<file path="config.mk">
export PLATFORM = sky130hd
export DESIGN_NAME = ifetch
export DESIGN_NICKNAME = d
export VERILOG_FILES = /design/src/rtl/ifetch.sv
export SDC_FILE = /design/constraint.sdc
export NUM_CORES = 1
export LEC_CHECK = 0
export CAP_MARGIN = 20
export CORE_MARGIN = 4
export CORE_UTILIZATION = 42
export CTS_CLUSTER_DIAMETER = 100
export DETAILED_ROUTE_END_ITERATION = 10
export PLACE_DENSITY = 0.69
export SETUP_SLACK_MARGIN = 0.3
export SLEW_MARGIN = 20
export SYNTH_ARGS = -nofsm -noshare
export SYNTH_HDL_FRONTEND = slang
export SYNTH_SLANG_ARGS = --single-unit
</file>
<file path="constraint.sdc">
create_clock -name clk -period 5.19 [get_ports clk]
set_input_delay 0.519 -clock clk [delete_from_list [all_inputs] [get_ports clk]]
set_output_delay 0.519 -clock clk [all_outputs]
set_load 0.02 [all_outputs]
</file>
<file path="src/rtl/ifetch.sv">
// Instruction fetch stage: PC, req/ack memory port, 2-deep {pc,word} buffer.
// Optional misaligned-redirect fault under `IFETCH_ALIGN_CHECK_EN.
module ifetch #(
  parameter logic [31:0] RESET_PC = 32'h0000_0000
) (
  input  logic        clk,
  input  logic        reset_n,
  output logic        imem_req,
  output logic [31:0] imem_addr,
  input  logic        imem_ack,
  input  logic [31:0] imem_rdata,
  input  logic        redirect,
  input  logic [31:0] redirect_pc,
  output logic        instr_valid,
  output logic [31:0] instr,
  output logic [31:0] instr_pc,
  input  logic        instr_ready,
  output logic        fault
);

  localparam logic [1:0] S_IDLE  = 2'd0;
  localparam logic [1:0] S_BUSY  = 2'd1;
  localparam logic [1:0] S_FLUSH = 2'd2;

  logic [1:0]  state_q, state_d;
  logic [31:0] pc_q, pc_d;
  logic        req_q, req_d;
  logic [31:0] addr_q, addr_d;
  logic [1:0]  cnt_q, cnt_d;
  logic        fault_q, fault_d;
  logic [31:0] pc0_q, pc0_d;
  logic [31:0] w0_q, w0_d;
  logic [31:0] pc1_q, pc1_d;
  logic [31:0] w1_q, w1_d;

  logic [31:0] tgt;
  logic        misal;
  logic        acked;
  logic        pop;
  logic        push;
  logic        start_ok;

`ifdef IFETCH_ALIGN_CHECK_EN
  assign tgt   = redirect_pc;
  assign misal = |redirect_pc[1:0];
  assign fault = fault_q;
`else
  assign tgt   = redirect_pc & 32'hFFFF_FFFC;
  assign misal = 1'b0;
  assign fault = 1'b0;
`endif

  assign acked = req_q && imem_ack;
  assign pop   = (cnt_q != 2'd0) && instr_ready && !redirect;
  assign push  = (state_q == S_BUSY) && acked && !redirect;

  // Buffer: slot 0 is always the head, slot 1 shifts down on pop.
  always_comb begin
    pc0_d = pc0_q;
    w0_d  = w0_q;
    pc1_d = pc1_q;
    w1_d  = w1_q;
    if (pop) begin
      pc0_d = pc1_q;
      w0_d  = w1_q;
    end
    if (push) begin
      if (cnt_q == 2'd0 || (cnt_q == 2'd1 && pop)) begin
        pc0_d = addr_q;
        w0_d  = imem_rdata;
      end else begin
        pc1_d = addr_q;
        w1_d  = imem_rdata;
      end
    end
  end

  always_comb begin
    cnt_d = cnt_q;
    if (redirect) begin
      cnt_d = 2'd0;
    end else if (push && !pop) begin
      cnt_d = cnt_q + 2'd1;
    end else if (pop && !push) begin
      cnt_d = cnt_q - 2'd1;
    end
  end

  always_comb begin
    pc_d    = pc_q;
    fault_d = fault_q;
    if (redirect) begin
      pc_d    = tgt;
      fault_d = misal;
    end else if (push) begin
      pc_d = addr_q + 32'd4;
    end
  end

  // A new request counts as one occupied slot until it returns.
  assign start_ok = (cnt_d != 2'd2) && !fault_d;

  always_comb begin
    state_d = state_q;
    req_d   = req_q;
    addr_d  = addr_q;
    unique case (state_q)
      S_IDLE: begin
        if (start_ok) begin
          req_d   = 1'b1;
          addr_d  = pc_d;
          state_d = S_BUSY;
        end
      end
      S_BUSY, S_FLUSH: begin
        if (acked) begin
          req_d   = start_ok;
          state_d = start_ok ? S_BUSY : S_IDLE;
          if (start_ok) begin
            addr_d = pc_d;
          end
        end else if (redirect) begin
          state_d = S_FLUSH;
        end
      end
      default: begin
        state_d = S_IDLE;
        req_d   = 1'b0;
      end
    endcase
  end

  always_ff @(posedge clk) begin
    if (!reset_n) begin
      state_q <= S_IDLE;
      pc_q    <= RESET_PC;
      req_q   <= 1'b0;
      addr_q  <= RESET_PC;
      cnt_q   <= 2'd0;
      fault_q <= 1'b0;
      pc0_q   <= 32'd0;
      w0_q    <= 32'd0;
      pc1_q   <= 32'd0;
      w1_q    <= 32'd0;
    end else begin
      state_q <= state_d;
      pc_q    <= pc_d;
      req_q   <= req_d;
      addr_q  <= addr_d;
      cnt_q   <= cnt_d;
      fault_q <= fault_d;
      pc0_q   <= pc0_d;
      w0_q    <= w0_d;
      pc1_q   <= pc1_d;
      w1_q    <= w1_d;
    end
  end

  assign imem_req    = req_q;
  assign imem_addr   = addr_q;
  assign instr_valid = (cnt_q != 2'd0);
  assign instr       = w0_q;
  assign instr_pc    = pc0_q;

endmodule

</file>
# Word level (Yosys, flattened, before mapping)
# Cells that the tools add are included.
# word_totals
register_bits,198
inputBits,69
output_inout_bits,99
wordCells,67
# op_classes
n_addsub,3
eq_ne,7
mux,23
bitwise,1
reduce_logical,23
# ops
op,n
$mux 32,10
$pmux 32 s2,1
$add 32x3->32 const B,1
$mux 2,6
$logic_and 1x1->1,9
$reduce_and 2->1,4
$ne 2x2->1 const B,3
$eq 2x1->1 const B,2
$logic_not 1->1,4
$logic_not 2->1,2
$mux 1,4
$pmux 2 s2,1
$reduce_bool 2->1,2
$ne 3x3->1 const B,1
$add 2x1->2 const B,1
$eq 2x2->1 const B,1
$pmux 1 s2,1
$reduce_or 2->1,1
$sub 2x1->2 const B,1
$logic_or 1x1->1,1
$not 1->1,1

# Logic depth before layout (Yosys ltp)
# logic_depth
depth_word,13
mapped_depth,10
mapped_depth_nobuf,8

# Worst setup path before layout
# No wires, ideal clock.
# synth_path
kind,reg-to-reg
startpoint,reg addr_q[5] (netlist: imem_addr[5])
endpoint,reg addr_q[31] (netlist: imem_addr[31])
setup_ps,132
arrival_ps,2213
t_required_ps,5058
path_slack_ps,2845
stages_incl_launch_ff,9
path_buffers,2
synth_period_minus_slack_ps,2345
path_cell_list,dfxtp_1 buf_2 nand4_2 or4_1 buf_2 nor4_4 xor2_1 a221oi_1 a21oi_1
# synth_between
elab_chain_cells,6
# synth_rtl
element,line_no,text
start: declaration,28,"logic [31:0] addr_q, addr_d;"
start signal: assignment,149,addr_q <= addr_d;
$add 32x3->32 *,96,pc_d = addr_q + 32'd4;
$mux 32 *,95,end else if (push) begin
$mux 32 *,92,if (redirect) begin
$mux 32 *,"109, 119",
$mux 32,116,if (acked) begin
$pmux 32 s2 *,107,unique case (state_q)
# Every way passes the cells marked *; elsewhere a longest branch is shown, timed or not. The select of a mux whose other input is x is not followed.
# A chain may end at the register's enable or synchronous reset.

# Worst setup path after layout
# layout_path
startpoint,in imem_ack
endpoint,reg addr_q[0] (netlist: imem_addr[0])
# layout_between
elab_chain_cells,13
word_cells_on_any_way,18
cone_classes,eq/ne: 2; mux: 8; reduce/logical: 8
# layout_rtl
element,line_no,text
start: declaration,10,"input logic imem_ack,"
$logic_and 1x1->1 *,53,assign acked = req_q && imem_ack;
$logic_and 1x1->1 (2 in a row),55,assign push = (state_q == S_BUSY) && acked && !redirect;
$logic_not 1->1,84,end else if (pop && !push) begin
$logic_and 1x1->1,84,
$mux 2,84,
$mux 2,82,end else if (push && !pop) begin
$mux 2,80,if (redirect) begin
$ne 2x2->1,101,assign start_ok = (cnt_d != 2'd2) && !fault_d;
$logic_and 1x1->1,101,
$mux 32,"109, 119",
$mux 32,116,
$pmux 32 s2,107,
# Marked as above.

==> run summary <==
The run finished with clean final reports. The analysis attributes to net switching a power of 1.38 mW. The number of gates given a new drive strength after cts is 0. Initial core utilization: 0.431. The number of max-cap violations was 0. Class of the most critical hold timing path: reg -> reg. Counting flops and latches in the post-synthesis netlist gives 198. The worst register-to-register path ends at imem_addr[0]$_SDFFE_PN0P_.

The horizontal die dimension came out at 150 µm. The share of the clock period used by the worst path is 0.663. The relative area change from synthesis to final layout is 27.4%, and the setup slack of the most critical reg-to-reg path is 1800 ps.

The relative max-transition margin was 0.336. The first-pass iteration count of the detailed router is 5. The first routing iteration left 453 violations. At the worst endpoint, the required time is 5500 ps. STA classifies the critical path endpoint as a register.

The number of antenna diodes in the final layout is 0. For the CTS H-tree depth, the log shows 4. In the synthesized netlist, the number of instances is 1,082. The first global-routing pass estimated 38,600 µm of wire.

Among all flip-flop cells after synthesis, the most frequent one is sky130_fd_sc_hd__dfxtp_1. The analysis attributes to cell leakage a power of 3.72 nW. The worst setup path is launched from a primary input. The classification of the worst setup path is in -> reg. The number of hold buffers added after CTS was 0. The total negative setup slack is 0 ps, and the worst-path maximum fanout is 26. The count of distinct cell types in the synthesized netlist is 49, and the vertical die dimension is 150 µm.

For the part of the power in the clock network, the log shows 0.320. The fraction of layout instances using a drive strength above 1 came out at 0.0478. Counting every sink on the clock net gives 198. The maximum cell stage delay along the critical path is 820 ps.

For the largest net degree at the start of global routing, the log shows 97. Setup repair after global routing left no endpoint under its margin. The number of flops mapped to enable cells by yosys is 0, and the final weighted congestion of routability-driven global placement is 0.805. The worst hold path was traced through 2 stages. The run gives 0.243 as the relative contribution of combinational cells to total power. The logs give 24,000 µm for the overall routed net length and 51 for the placement row count.

The number of port buffers was 164. The design draws 4.33 mW. For the setup-violating endpoint count in the final report, the log shows 0. The HPWL after detailed placement is 15,000 µm. For this block, the via count after detailed routing is 7,921.

The via count of the first global-routing pass came out at 7,531. Derived from the worst setup path, the maximum achievable clock frequency is 0.290 GHz. Once the clock tree was built, the setup fixing pass inserted 0 buffers.

The signal on the critical path passes through clkdlybuf4s50_1, and3_1, xnor2_1, o311ai_1, o41ai_4, buf_4, a21oi_1, a41o_1. TritonCTS created 17 clock buffers. TritonCTS built the clock tree. The net switching share of the total power was 0.320.

In the routed design, unresolved DRC markers number 0. Measured in cells, the most critical reg-to-reg path has a length of 9. The post-synthesis instance area is 8470 µm², and the cell internal power dissipation is 2.95 mW. Between clock sinks in the finished design, the worst skew comes to 7.56 ps. IR analysis of the VDD net gives a maximum drop of 297 µV. The total area inside the core boundary comes to 19,700 µm².

The die covers 22,500 µm². The final-report max-slew violation count is 0. The logs give 2 for the worst-case clock buffer depth and 0.437 for the sequential group share of total power. The per-cell routed wire length was 16.5 µm. The hold path startpoint was w1_q[8]$_SDFFE_PN0P_. The filler cells instantiated in the layout total 1,921.

For the total global-route track usage, the log shows 0.211. The run gives 3750 ps as the arrival time at the worst endpoint. The final layout contains 1,255 nets. For the initial antenna violation count, the log shows 0. Leaving out fill and tap cells, the most frequent cells in the layout are sky130_fd_sc_hd__nand2_1 (246), sky130_fd_sc_hd__dfxtp_1 (198), sky130_fd_sc_hd__clkdlybuf4s50_1 (163). For the pin with the worst max-slew slack, the measured transition is 997 ps. Slowest cell on the critical path: sky130_fd_sc_hd__and3_1.

Cell family contributing the most delay on the critical path: compound AO/OA/AOI/OAI gates. The clock transition at the registers of the reported paths is 70 ps. The average size of a mapped cell is 7.83 µm².

The number of nets handed over by synthesis was 1,157. The worst register-to-register path begins at state_q[1]$_SDFFE_PN0P_. The sink of the worst hold path is w1_q[8]$_SDFFE_PN0P_. For the I/O pin count, the log shows 168. The insertion delay of the later-clocked pin in the worst-skew pair was 420 ps; the mean number of vias per cell was 5.44.

The total buffers and inverters traversed by the critical path works out to 2. The cell at the root of the clock tree is sky130_fd_sc_hd__clkbuf_16. The run gives 0.468 as the share of synthesized area occupied by flip-flops and latches. The minimum clock period was 3440 ps.

The run gives 0 as the number of nets still failing antenna checks after routing. The count of final hold-check violations is 0, and the async set-or-reset flop fraction in the synthesized netlist is 0. Leftover overflow at the end of global routing: 0. The total power divided by cell area came out at 401 nW/µm². The most common cell after layout, fill and taps aside was sky130_fd_sc_hd__nand2_1. The critical path crosses 8 cells after its start point. The count of warnings emitted by yosys came out at 0.
## worst max path at each step
stage,startpoint,to
finish,imem_ack,imem_addr[0]$_SDFFE_PN0P_
global route,imem_ack,imem_addr[11]$_SDFFE_PN0P_
CTS,imem_ack,imem_addr[0]$_SDFFE_PN0P_
detailed placement,imem_ack,imem_addr[0]$_SDFFE_PN0P_
global placement,imem_ack,imem_addr[11]$_SDFFE_PN0P_
floorplan,imem_addr[5]$_SDFFE_PN0P_,imem_addr[31]$_SDFFE_PN0P_
## power by group through the flow
stage                     clock [mW]  combinational, mW  sequential, mW
final                           1.39               1.05            1.89
after global routing            1.47               1.15            1.92
after detailed placement           0               1.05            1.92
after global placement             0               1.04            1.92
after floorplan                    0              0.512            1.98
after CTS                       1.41               1.06            1.89
## state kept, by name, summed over array words and instances (netlist names), 2 cells and up
signal	count
imem_addr	32
instr	32
instr_pc	32
pc1_q	32
pc_q	32
w1_q	32
cnt_q	2
state_q	2
## layer usage
layer	share of wire	global-route usage
met3	0.065	0.0485
met1	0.45	0.278
met5	0	0
met2	0.48	0.346
met4	0.014	0.0654
## layout make-up
type	instances	area, µm²	share of cell area
multi-input cells	774	4090	0.379
flip-flops and latches	198	3960	0.367
repair buffers	177	1740	0.161
clock buffers	24	502	0.0465
well taps	265	332	0.0307
clock inverters	7	118	0.0109
inverters	12	47.5	0.00441
## through the flow
step                      utilization  cells  instance area, µm²  setup WS [ps]  hold WS (ps)
after detailed placement        0.518   1426               10200           1380           447
final                           0.549   1457               10800           1750           455
after CTS                       0.549   1457               10800           1800           456
after global placement          0.518   1426               10200           1390           442
after global routing            0.549   1457               10800           1470           473
after floorplan                     -   1082                8470           2840           437
## logic make-up (layout without fill, tap and decap cells)
kind of cell             after synthesis  in the layout  share of synthesized area
XOR/XNOR                              26             26                     0.0269
multiplexers                           2              2                    0.00236
other                                  1              1                   0.000443
buffers and inverters                110            220                     0.0511
flip-flops                           198            198                      0.468
AND/OR/NAND/NOR                      441            441                      0.216
adder cells (fa/ha/maj)                6              6                    0.00886
AO/OA/AOI/OAI                        298            298                      0.226
## worst reg2reg max path: stages, from the launching register on
cell	delay, ps
sky130_fd_sc_hd__dfxtp_1	320
sky130_fd_sc_hd__inv_1	90
sky130_fd_sc_hd__ha_1	160
sky130_fd_sc_hd__and3_1	800
sky130_fd_sc_hd__xnor2_1	250
sky130_fd_sc_hd__o311ai_1	240
sky130_fd_sc_hd__o41ai_4	680
sky130_fd_sc_hd__buf_4	400
sky130_fd_sc_hd__a21oi_1	120
sky130_fd_sc_hd__a41o_1	210
## cells in the mapped netlist, types with 2 or more instances
library cell                 n  area, µm²
sky130_fd_sc_hd__ha_1        6       75.1
sky130_fd_sc_hd__a41o_1      2       20.0
sky130_fd_sc_hd__a211oi_1    9       67.6
sky130_fd_sc_hd__o21ai_0    93        465
sky130_fd_sc_hd__buf_4       2       15.0
sky130_fd_sc_hd__nand2_1   247        927
sky130_fd_sc_hd__and4_1      2       17.5
sky130_fd_sc_hd__nand2b_1    6       37.5
sky130_fd_sc_hd__a221oi_1   17        149
sky130_fd_sc_hd__buf_2      10       50.1
sky130_fd_sc_hd__and2_1      6       37.5
sky130_fd_sc_hd__buf_1       9       33.8
sky130_fd_sc_hd__a31o_2      2       17.5
sky130_fd_sc_hd__a21o_1      5       37.5
sky130_fd_sc_hd__nor4_1      2       12.5
sky130_fd_sc_hd__nand4_1     5       31.3
sky130_fd_sc_hd__nand3_1    13       65.1
sky130_fd_sc_hd__mux2i_1     2       20.0
sky130_fd_sc_hd__inv_1      11       41.3
sky130_fd_sc_hd__a311oi_1   66        578
sky130_fd_sc_hd__a31oi_1     4       25.0
sky130_fd_sc_hd__nand4_2     2       25.0
sky130_fd_sc_hd__a21oi_1    90        450
sky130_fd_sc_hd__and3_1      3       18.8
sky130_fd_sc_hd__or4_1       3       22.5
sky130_fd_sc_hd__clkbuf_1   77        289
sky130_fd_sc_hd__xor2_1     11       96.3
sky130_fd_sc_hd__nor3_1     11       55.1
sky130_fd_sc_hd__dfxtp_1   198       3960
sky130_fd_sc_hd__or3_1       6       37.5
sky130_fd_sc_hd__nor2_1    130        488
sky130_fd_sc_hd__xnor2_1    15        131
Power figures use the tool's default switching activity.
